<file path="src/rtl/cpu_pkg.sv">
// Shared types and helpers for the iterative MULT/MULTU and DIV/DIVU units.
// Latency: none (declarations only).
// Backpressure: not applicable.
package cpu_pkg;

    localparam int WIDTH_DEFAULT = 32;

    typedef enum logic [1:0] {
        IDLE   = 2'd0,
        RUN    = 2'd1,
        FINISH = 2'd2
    } mult_state_t;

    // Magnitude of a default-width operand: negate only when it is signed and negative.
    // The most-negative value maps to 2^(W-1), which still fits as an unsigned magnitude.
    function automatic logic [WIDTH_DEFAULT-1:0] abs_val(
        input logic [WIDTH_DEFAULT-1:0] value,
        input logic                     is_signed
    );
        if (is_signed && value[WIDTH_DEFAULT-1]) begin
            return ~value + WIDTH_DEFAULT'(1);
        end
        return value;
    endfunction

endpackage

</file>
<file path="src/rtl/twos_negate.sv">
// Two's-complement negation of a W-bit value.
// Latency: purely combinational.
// Backpressure: not applicable.
module twos_negate #(
    parameter int W = 32
) (
    input  logic [W-1:0] in_dat,
    output logic [W-1:0] out_dat
);

    assign out_dat = ~in_dat + W'(1);

endmodule

</file>
<file path="src/rtl/mult_unit.sv">
// Sequential shift-add multiplier producing a 2*WIDTH product into HI/LO.
// Latency: start at edge t, done pulse and new HI/LO after edge t+WIDTH+1.
// Backpressure: start is only accepted in IDLE; starts while busy/finishing are dropped.
module mult_unit
    import cpu_pkg::*;
#(
    parameter int WIDTH = WIDTH_DEFAULT,
    parameter int CNT_W = 6
) (
    input  logic             clk,
    input  logic             reset,
    input  logic             start,
    input  logic             is_signed,
    input  logic [WIDTH-1:0] A,
    input  logic [WIDTH-1:0] B,
    output logic [WIDTH-1:0] HI,
    output logic [WIDTH-1:0] LO,
    output logic             busy,
    output logic             done,
    output logic [CNT_W-1:0] counter
);

    mult_state_t      state_q, state_d;
    logic [WIDTH-1:0] mcand_q, mcand_d;
    logic [WIDTH-1:0] mplr_q, mplr_d;
    logic [WIDTH-1:0] acc_hi_q, acc_hi_d;
    logic [WIDTH-1:0] acc_lo_q, acc_lo_d;
    logic             neg_q, neg_d;
    logic [CNT_W-1:0] cnt_q, cnt_d;
    logic [WIDTH-1:0] hi_q, hi_d;
    logic [WIDTH-1:0] lo_q, lo_d;
    logic             busy_q, busy_d;
    logic             done_q, done_d;

    logic [WIDTH-1:0]   a_neg;
    logic [WIDTH-1:0]   mag_a;
    logic [WIDTH-1:0]   mag_b;
    logic [WIDTH:0]     sum;
    logic [2*WIDTH-1:0] prod;
    logic [2*WIDTH-1:0] prod_neg;

    twos_negate #(.W(WIDTH)) u_neg_a (
        .in_dat  (A),
        .out_dat (a_neg)
    );

    twos_negate #(.W(2*WIDTH)) u_neg_prod (
        .in_dat  (prod),
        .out_dat (prod_neg)
    );

    assign mag_a = (is_signed && A[WIDTH-1]) ? a_neg : A;
    assign mag_b = abs_val(B, is_signed);
    assign prod  = {acc_hi_q, acc_lo_q};
    // One extra bit keeps the carry so the following shift brings it into the top.
    assign sum   = {1'b0, acc_hi_q} + {1'b0, (mplr_q[0] ? mcand_q : '0)};

    // Next-state, datapath and registered-output computation.
    always_comb begin
        state_d  = state_q;
        mcand_d  = mcand_q;
        mplr_d   = mplr_q;
        acc_hi_d = acc_hi_q;
        acc_lo_d = acc_lo_q;
        neg_d    = neg_q;
        cnt_d    = cnt_q;
        hi_d     = hi_q;
        lo_d     = lo_q;
        busy_d   = 1'b0;
        done_d   = 1'b0;
        case (state_q)
            IDLE: begin
                if (start) begin
                    mcand_d  = mag_a;
                    mplr_d   = mag_b;
                    neg_d    = is_signed & (A[WIDTH-1] ^ B[WIDTH-1]);
                    acc_hi_d = '0;
                    acc_lo_d = '0;
                    cnt_d    = '0;
                    busy_d   = 1'b1;
                    state_d  = RUN;
                end
            end
            RUN: begin
                // Shift {carry, acc, multiplier} right by one; the consumed LSB drops out.
                {acc_hi_d, acc_lo_d, mplr_d} = {sum, acc_lo_q, mplr_q[WIDTH-1:1]};
                cnt_d = cnt_q + CNT_W'(1);
                if (cnt_q == CNT_W'(WIDTH - 1)) begin
                    state_d = FINISH;
                end else begin
                    busy_d = 1'b1;
                end
            end
            FINISH: begin
                {hi_d, lo_d} = neg_q ? prod_neg : prod;
                done_d  = 1'b1;
                cnt_d   = '0;
                state_d = IDLE;
            end
            default: begin
                state_d = IDLE;
            end
        endcase
    end

    // State registers; reset clears results and abandons any operation in flight.
    always_ff @(posedge clk) begin
        if (!reset) begin
            state_q  <= IDLE;
            mcand_q  <= '0;
            mplr_q   <= '0;
            acc_hi_q <= '0;
            acc_lo_q <= '0;
            neg_q    <= 1'b0;
            cnt_q    <= '0;
            hi_q     <= '0;
            lo_q     <= '0;
            busy_q   <= 1'b0;
            done_q   <= 1'b0;
        end else begin
            state_q  <= state_d;
            mcand_q  <= mcand_d;
            mplr_q   <= mplr_d;
            acc_hi_q <= acc_hi_d;
            acc_lo_q <= acc_lo_d;
            neg_q    <= neg_d;
            cnt_q    <= cnt_d;
            hi_q     <= hi_d;
            lo_q     <= lo_d;
            busy_q   <= busy_d;
            done_q   <= done_d;
        end
    end

    assign HI      = hi_q;
    assign LO      = lo_q;
    assign busy    = busy_q;
    assign done    = done_q;
    assign counter = cnt_q;

endmodule

</file>
<file path="config.mk">
export PLATFORM = sky130hd
export DESIGN_NAME = mult_unit
export DESIGN_NICKNAME = d
export VERILOG_FILES = /design/src/rtl/cpu_pkg.sv /design/src/rtl/twos_negate.sv /design/src/rtl/mult_unit.sv
export SDC_FILE = /design/constraint.sdc
export NUM_CORES = 1
export LEC_CHECK = 0
export BUFFER_PORTS_ARGS = -buffer_cell sky130_fd_sc_hd__buf_4
export CORE_MARGIN = 4
export CORE_UTILIZATION = 50
export CTS_BUF_LIST = sky130_fd_sc_hd__clkbuf_8
export DETAILED_ROUTE_END_ITERATION = 8
export GPL_ROUTABILITY_DRIVEN = 1
export PLACE_DENSITY = 0.77
export SYNTH_ARGS = -nofsm -noshare
export SYNTH_HDL_FRONTEND = slang
export SYNTH_SLANG_ARGS = --single-unit
</file>
<file path="constraint.sdc">
create_clock -name clk -period 6.8 [get_ports clk]
set_clock_uncertainty 0.1 [all_clocks]
set_input_delay 1.7 -clock clk [delete_from_list [all_inputs] [get_ports clk]]
set_output_delay 1.7 -clock clk [all_outputs]
set_load 0.05 [all_outputs]
</file>
==> flow_metrics.py, run 1 <==
metrics = {
    "power": {
        "cellLeakagePower_nw": 5.50,
        "vdd_drop_max_mv": 0.106,
        "p_per_area_nw_per_um2": 196,
    },
    "timing": {
        "hold_violations": 0,
        "period_minus_slack_ps": 3970,
        "slew_headroom": 0.312,
        "setup_viol_count_final": 0,
        "slew_viol_final": 0,
        "setup_tns_ps": 0,
        "rsz0062_at_grt": "no",
        "fmax_mhz": 252,
        "worst_pin_slew_ps": 1020,
        "fin_crit_sh": 0.584,
    },
    "finish": {
        "fill_cells": 2061,
        "drive_above_1_share": 0.155,
        "fin_nets": 1592,
        "area_growth_pct": 15.7,
        "diodes": 0,
        "fin_util": 0.590,
    },
    "drt": {
        "vias_per_cell": 5.97,
        "drt_pre_antenna_iters": 5,
        "num_vias": 10706,
        "drc": 0,
        "routedWlPerCell_um": 16.7,
        "wl_um": 30000,
        "ant_nets": 0,
        "drt_iter0_drc": 720,
    },
    "critical_path": {
        "required_ps": 7110,
        "critPathKind": "reg -> reg",
        "arrival_ps": 4280,
        "worst-path-max-fanout": 33,
        "cp-start-kind": "flop",
        "path_buf_inv": 1,
        "endpoint_kind": "flop",
        "slowest_stage": "dfxtp_1",
        "worstPathCellList": "and2_1, ha_1, inv_1, fa_1, nor2b_1, o2111ai_1, a31oi_1, o21ai_0, a2111oi_0, o31ai_1, a32o_1",
        "slowest_delay_ps": 820,
        "cpLargestDelayFamily": "compound AO/OA/AOI/OAI gates",
    },
    "synth": {
        "netlist.area_leader.share": 0.351,
        "ys.flop_type": "dfxtp_1",
        "postSynthCellCount": 1395,
        "synth_warnings": 0,
        "yosys_register_bits": 203,
        "avgSynthCellArea_sq_um": 8.31,
        "yosysSeqAreaShare": 0.351,
        "synth_fp_nets": 1500,
        "yosysUniqueCellTypes": 73,
        "syn_area_sq_um": 11600,
        "synth_top_area_cell": "dfxtp_1",
        "synth.area.top_cells": "dfxtp_1, xor2_1, nor2_1",
        "netlist_top_cells_count": "dfxtp_1, nor2_1, nand2_1",
        "synth_edf_count": 0,
        "async_reset_ff_frac": 0,
        "yosysMostFrequentCell": "dfxtp_1",
    },
    "floorplan": {
        "design.die.area_sq_um": 25700,
        "core-area_sq_um": 22700,
        "rows": 55,
        "die_y_um": 160,
        "die_w_um": 160,
        "io_pins": 140,
        "start_util": 0.510,
    },
    "clock_tree": {
        "clock-sinks": 203,
        "clockRootBuffer": "clkbuf_8",
        "cts_buffers": 35,
        "insertion_delay_ps": 520,
        "cts.htree.levels": 2,
        "cts_resized": 0,
        "postCtsSetupRepairBufs": 0,
        "ctsHoldBuffers": 0,
        "cts_buffer_depth": 3,
        "path_clk_slew_ps": 60,
        "cts_tree": "done",
    },
    "global_route": {
        "gr-total-overflow": 0,
        "grt_max_degree": 93,
        "antenna_found_initial": 0,
        "first_global_vias": 9934,
        "grt_use_total": 0.222,
        "grt_pass1_wl_um": 48700,
    },
    "place": {
        "port_buffers": 139,
        "dp_hpwl_um": 21400,
        "place_congestion": 0.914,
    },
    "status": {
        "outcome": "completed",
    },
    "min_path": {
        "hp-class": "reg -> reg",
    },
    "job": {
        "drv_cap": 0,
    },
}
per-layer routing:
metal	global-route usage	share of wire
met3	0.0366	0.064
met2	0.354	0.44
met1	0.309	0.47
met4	0.0688	0.023
met5	0	0
power breakdown:
group	leakage (nW)	internal [mW]	total, mW	switching (mW)
clock network	0.379	0.581	1.08	0.495
registers	1.65	1.23	1.26	0.0285
logic	3.48	0.114	0.290	0.176
worst paths after layout:
path,to,cells after the start,startpoint,slack [ps]
max,acc_hi_q[25],11,mplr_q[0],2830
min,HI[13],2,HI[13],360
min reg2reg,HI[13],2,HI[13],360
max reg2reg,acc_hi_q[25],11,mplr_q[0],2830
sequential cells by signal (all words and copies together), names as in the netlist:
| signal | count |
|---|---|
| counter | 6 |
| busy | 1 |
| mplr_q | 32 |
| HI | 32 |
| state_q | 2 |
| neg_q | 1 |
| done | 1 |
| acc_hi_q | 32 |
| mcand_q | 32 |
| acc_lo_q | 32 |
| LO | 32 |
through the flow:
step                hold slack (ps)  area [sq um]  setup WS (ps)  power [mW]  instances
global route                    406         13400           2650        2.73       1793
global placement                342         12700           2570        1.56       1735
finish                          362         13400           2830        2.62       1793
floorplan                       326         11600           2890        1.47       1395
detailed placement              352         12700           2540        1.57       1735
CTS                             366         13400           2840        2.64       1793
cell families (layout without fill, tap and decap cells):
logic type	Yosys count	count (layout)	synth area share
AOI/OAI and AO/OA	455	455	0.270
xor gates and xnor gates	135	135	0.102
adders and majority gates	37	37	0.0406
buffers and inverters	118	231	0.0385
DFF	203	203	0.351
muxes	5	5	0.00453
and+or+nand+nor	442	442	0.194
area by class of cell:
class | count | area [sq um] | area share
Clock buffer | 44 | 606 | 0.0452
Clock inverter | 14 | 66.3 | 0.00495
Inverter | 25 | 93.8 | 0.00700
Multi-Input combinational cell | 1074 | 7110 | 0.530
Sequential cell | 203 | 4070 | 0.303
Tap cell | 285 | 357 | 0.0266
Timing Repair Buffer | 148 | 1110 | 0.0829
tightest hold or removal path, cell delays in order, from the launching register on:
cell,delay [ps]
dfxtp_1,320
nand2_1,40
o21ai_0,60
placed cells by master, fill, tap and decap left out, types with 17 or more instances in the layout:
cell / count
dfxtp_1: 202
buf_4: 148
nor2_1: 146
nand2_1: 95
o21ai_0: 94
a21oi_1: 93
xor2_1: 88
a211oi_1: 58
xnor2_1: 47
clkbuf_8: 44
and2_1: 38
ha_1: 36
inv_1: 32
a22o_1: 31
o31ai_1: 28
or4_1: 21
a22oi_1: 21
o41ai_1: 21
nand3_1: 18
nand4_1: 18
or3_1: 18
nor3_1: 17
No activity file was read; power rests on OpenSTA's default activity.
==> run 2: changes to the inputs <==
- PLACE_DENSITY: 0.77 -> 0.8
- clock period: 6.8 -> 3.5 ns (I/O delays scaled with it)
==> flow_metrics.py, run 2 (synthesized netlist as in run 1, its figures left out) <==
metrics = {
    "power": {
        "cellLeakagePower_nw": 5.60,
        "p_sw_mw": 1.33,
        "clkPwrFrac": 0.405,
        "total_power_mw": 5.08,
        "p_per_area_nw_per_um2": 375,
        "vdd_drop_max_mv": 0.167,
        "pwr-share-comb": 0.115,
        "power_switching_share": 0.262,
        "p_int_mw": 3.75,
        "seq_power_share": 0.481,
    },
    "critical_path": {
        "worst-r2r-setup-slack_ps": 330,
        "regToRegStartpoint": "mplr_q[0]",
        "slowest_stage": "or4_1",
        "r2r_end": "acc_hi_q[26]",
        "required_ps": 3800,
        "worst-path-max-fanout": 20,
        "worstPathCellList": "buf_4, buf_4, and2_1, ha_1, a21oi_1, nor2_1, or4_1, a31o_2, a21oi_1, nand3b_1, a32o_1",
        "endpoint_kind": "flop",
        "cpLargestDelayFamily": "compound AO/OA/AOI/OAI gates",
        "arrival_ps": 3470,
        "critPathKind": "reg -> reg",
        "path_buf_inv": 2,
        "slowest_delay_ps": 480,
        "reg2reg_depth": 11,
        "cp-start-kind": "flop",
    },
    "drt": {
        "wl_um": 30900,
        "drt_pre_antenna_iters": 5,
        "ant_nets": 0,
        "vias_per_cell": 5.95,
        "routedWlPerCell_um": 17.1,
        "num_vias": 10772,
        "drt_iter0_drc": 734,
        "drc": 0,
    },
    "place": {
        "dp_hpwl_um": 22600,
        "postPlaceCellArea_sq_um": 12900,
        "port_buffers": 139,
        "place_congestion": 0.924,
        "dp_cells": 1755,
    },
    "global_route": {
        "grt_max_degree": 78,
        "grt_pass1_wl_um": 50800,
        "gr-total-overflow": 0,
        "grt_use_total": 0.232,
        "first_global_vias": 10106,
        "antenna_found_initial": 0,
    },
    "min_path": {
        "hold_path_end": "HI[18]",
        "hp-start": "HI[18]",
        "hp-class": "reg -> reg",
        "hold_depth": 2,
    },
    "clock_tree": {
        "cts_resized": 0,
        "cts_buffers": 35,
        "cts.htree.levels": 2,
        "postCtsSetupRepairBufs": 0,
        "path_clk_slew_ps": 60,
        "insertion_delay_ps": 510,
        "cts_buffer_depth": 3,
        "ctsHoldBuffers": 0,
        "clock-sinks": 203,
        "clockRootBuffer": "clkbuf_8",
        "cts_tree": "done",
    },
    "status": {
        "outcome": "completed",
    },
    "timing": {
        "setup_tns_ps": 0,
        "rsz0062_at_grt": "no",
        "setup_viol_count_final": 0,
        "fmax_mhz": 316,
        "fin_crit_sh": 0.905,
        "hold_violations": 0,
        "period_minus_slack_ps": 3170,
        "slew_headroom": 0.450,
        "slew_viol_final": 0,
        "worst_pin_slew_ps": 825,
    },
    "finish": {
        "diodes": 0,
        "area_growth_pct": 17.0,
        "finalNonFillerCells": 1811,
        "final_cell_mix": "dfxtp_1, buf_4, nor2_1",
        "mostFrequentLayoutCell": "dfxtp_1",
        "post-route-cell-area_sq_um": 13600,
        "drive_above_1_share": 0.164,
        "fin_nets": 1612,
    },
    "floorplan": {
        "start_util": 0.510,
        "rows": 55,
        "die_w_um": 160,
        "design.die.area_sq_um": 25700,
        "io_pins": 140,
        "die_y_um": 160,
        "core-area_sq_um": 22700,
    },
    "job": {
        "drv_cap": 0,
    },
}
==> run 2: changes by cell type in the layout (fill, tap and decap cells not counted), sizes merged <==
cell	before	now
buf	148	168
bufinv	0	1
clkbuf	44	41
==> run 2: worst max path at each step <==
| stage | start | to | depth (start not counted) |
|---|---|---|---|
| after floorplan | B[12] | mplr_q[27] | 8 |
| after global placement | B[12] | mplr_q[27] | 8 |
| after detailed placement | B[12] | mplr_q[27] | 8 |
| after CTS | mcand_q[0] | acc_hi_q[25] | 11 |
| after global routing | mcand_q[0] | acc_hi_q[25] | 11 |
| final | mplr_q[0] | acc_hi_q[26] | 11 |
==> run 2: stage by stage <==
stage,utilization,hold slack [ps],worst slack (ps)
finish,0.597,361,333
global route,0.597,401,43.5
CTS,0.597,362,293
detailed placement,0.568,353,238
global placement,0.568,337,271
floorplan,-,326,413
==> run 2: routing by layer <==
layer | GRT usage | wire (um) | up-vias
met5 | 0 | 0 | -
met2 | 0.371 | 13700 | 374
met1 | 0.325 | 14200 | 4937
li1 | - | - | 5397
met3 | 0.0415 | 2250 | 64
met4 | 0.0637 | 738 | 0
==> run 2: power by group through the flow <==
| stage | Clock (mW) | Combinational (mW) | Sequential [mW] |
|---|---|---|---|
| finish | 2.06 | 0.582 | 2.44 |
| global route | 2.21 | 0.643 | 2.45 |
| CTS | 2.10 | 0.580 | 2.44 |
| detailed placement | 0 | 0.578 | 2.49 |
| global placement | 0 | 0.563 | 2.49 |
| floorplan | 0 | 0.379 | 2.47 |
==> run 2: area by class of cell <==
class / count / area, sq um
clock buffers: 41 / 564
clock inverters: 15 / 91.3
fillers: 2055 / 9150
inverters: 25 / 93.8
multi-input cells: 1074 / 7110
flip-flops and latches: 203 / 4070
well taps: 285 / 357
repair buffers: 168 / 1290
==> run 2: tightest hold or removal path: stages, from the launching register on <==
cell and delay [ps]:
dfxtp_1 310, nand2_1 50, o21ai_1 50
==> run 3: changes to the inputs <==
- CORE_UTILIZATION: 50 -> 40
- PLACE_DENSITY: 0.8 -> 0.68
- REMOVE_ABC_BUFFERS: unset -> 1
==> flow_metrics.py, run 3 (synthesized netlist as in run 1, its figures left out) <==
metrics = {
    "global_route": {
        "grt_pass1_wl_um": 51700,
        "gr-total-overflow": 0,
        "grt_max_degree": 82,
        "grt_use_total": 0.196,
        "antenna_found_initial": 0,
        "first_global_vias": 9962,
    },
    "finish": {
        "finalNonFillerCells": 1919,
        "diodes": 0,
        "post-route-cell-area_sq_um": 13800,
        "final_cell_mix": "dfxtp_1, buf_4, nor2_1",
        "drive_above_1_share": 0.170,
        "mostFrequentLayoutCell": "dfxtp_1",
        "area_growth_pct": 19.3,
        "fin_nets": 1613,
    },
    "timing": {
        "slew_headroom": 0.463,
        "slew_viol_final": 0,
        "fmax_mhz": 311,
        "worst_pin_slew_ps": 806,
        "fin_crit_sh": 0.918,
        "hold_violations": 0,
        "setup_viol_count_final": 0,
        "rsz0062_at_grt": "no",
        "period_minus_slack_ps": 3210,
    },
    "power": {
        "cellLeakagePower_nw": 5.67,
        "vdd_drop_max_mv": 0.215,
        "p_per_area_nw_per_um2": 389,
    },
    "clock_tree": {
        "postCtsSetupRepairBufs": 0,
        "insertion_delay_ps": 540,
        "cts_resized": 0,
        "clockRootBuffer": "clkbuf_8",
        "cts.htree.levels": 2,
        "clock-sinks": 203,
        "path_clk_slew_ps": 60,
        "cts_buffers": 37,
        "ctsHoldBuffers": 0,
        "cts_tree": "done",
        "cts_buffer_depth": 3,
    },
    "floorplan": {
        "rows": 62,
        "die_w_um": 178,
        "io_pins": 140,
        "start_util": 0.405,
        "core-area_sq_um": 28600,
        "design.die.area_sq_um": 31800,
        "die_y_um": 178,
    },
    "min_path": {
        "hp-class": "reg -> reg",
        "hp-start": "HI[21]",
    },
    "drt": {
        "drc": 0,
        "ant_nets": 0,
        "routedWlPerCell_um": 16.7,
        "drt_pre_antenna_iters": 5,
        "wl_um": 32000,
        "drt_iter0_drc": 688,
        "vias_per_cell": 5.59,
        "num_vias": 10722,
    },
    "place": {
        "dp_hpwl_um": 23400,
        "postPlaceCellArea_sq_um": 13000,
        "port_buffers": 139,
        "dp_cells": 1853,
        "place_congestion": 0.942,
    },
    "critical_path": {
        "regToRegStartpoint": "mplr_q[0]",
        "critPathKind": "reg -> reg",
        "cp-startpoint": "mplr_q[0]",
        "cpLargestDelayFamily": "compound AO/OA/AOI/OAI gates",
        "slowest_stage": "a211oi_1",
        "worst-path-max-fanout": 32,
        "endpoint_kind": "flop",
        "worstPathCellList": "buf_4, and2_1, ha_1, a21o_1, a21o_1, a211oi_1, a2111oi_0, buf_4, o211ai_1, nand3b_1, a32o_1",
        "arrival_ps": 3540,
        "slowest_delay_ps": 420,
        "path_buf_inv": 2,
        "required_ps": 3830,
        "cp-start-kind": "flop",
    },
    "job": {
        "drv_cap": 0,
    },
    "status": {
        "outcome": "completed",
    },
}
## run 3: cell count changes in the layout (fill, tap and decap cells not counted)
cell / before / now
inv_8: 0 / 1
clkinvlp_4: 1 / 0
bufinv_16: 1 / 0
o21ai_0: 94 / 93
clkbuf_8: 41 / 52
buf_12: 2 / 3
clkinv_4: 0 / 1
inv_1: 33 / 31
inv_6: 0 / 1
buf_4: 166 / 164
a2111oi_0: 2 / 3
a2111oi_1: 1 / 0
o21ai_1: 2 / 3
## run 3: worst paths after layout
path,endpoint,slack (ps),cells after the start
worst max-delay path,acc_hi_q[26],290,11
worst min-delay path,HI[21],350,2
worst max register to register,acc_hi_q[26],290,11
worst min register to register,HI[21],350,2
## run 3: stage by stage
stage               utilization  power [mW]  setup WS (ps)  hold WS, ps  TNS, ps
finish                    0.483        5.37            286          354        0
detailed placement        0.455        3.07            237          345        0
CTS                       0.483        5.43            283          359        0
global route              0.483        5.61           56.1          381        0
floorplan                     -        2.82          -2130          326  -222640
global placement          0.455        3.06            239          339        0
## run 3: routing by layer
| layer | routed length (um) | track usage | vias up |
|---|---|---|---|
| met2 | 14400 | 0.312 | 243 |
| met1 | 15500 | 0.280 | 5039 |
| li1 | - | - | 5396 |
| met3 | 1740 | 0.0307 | 44 |
| met5 | 0 | 0 | - |
| met4 | 496 | 0.0467 | 0 |
## run 3: tightest hold or removal path, cell delays in order (launching register included)
cell and delay (ps):
dfxtp_1 320, nand2_1 50, o21ai_0 50
## run 3: area by class of cell
cell class / count / area (sq um)
well taps: 384 / 480
flip-flops and latches: 203 / 4070
fillers: 2814 / 14800
multi-input cells: 1074 / 7110
inverters: 25 / 93.8
clock buffers: 52 / 716
repair buffers: 167 / 1290
clock inverters: 14 / 75.1
## run 3: power breakdown
group	total, mW	switching (mW)	internal (mW)
combinational	0.591	0.357	0.234
sequential	2.44	0.0517	2.38
clock	2.35	1.02	1.33
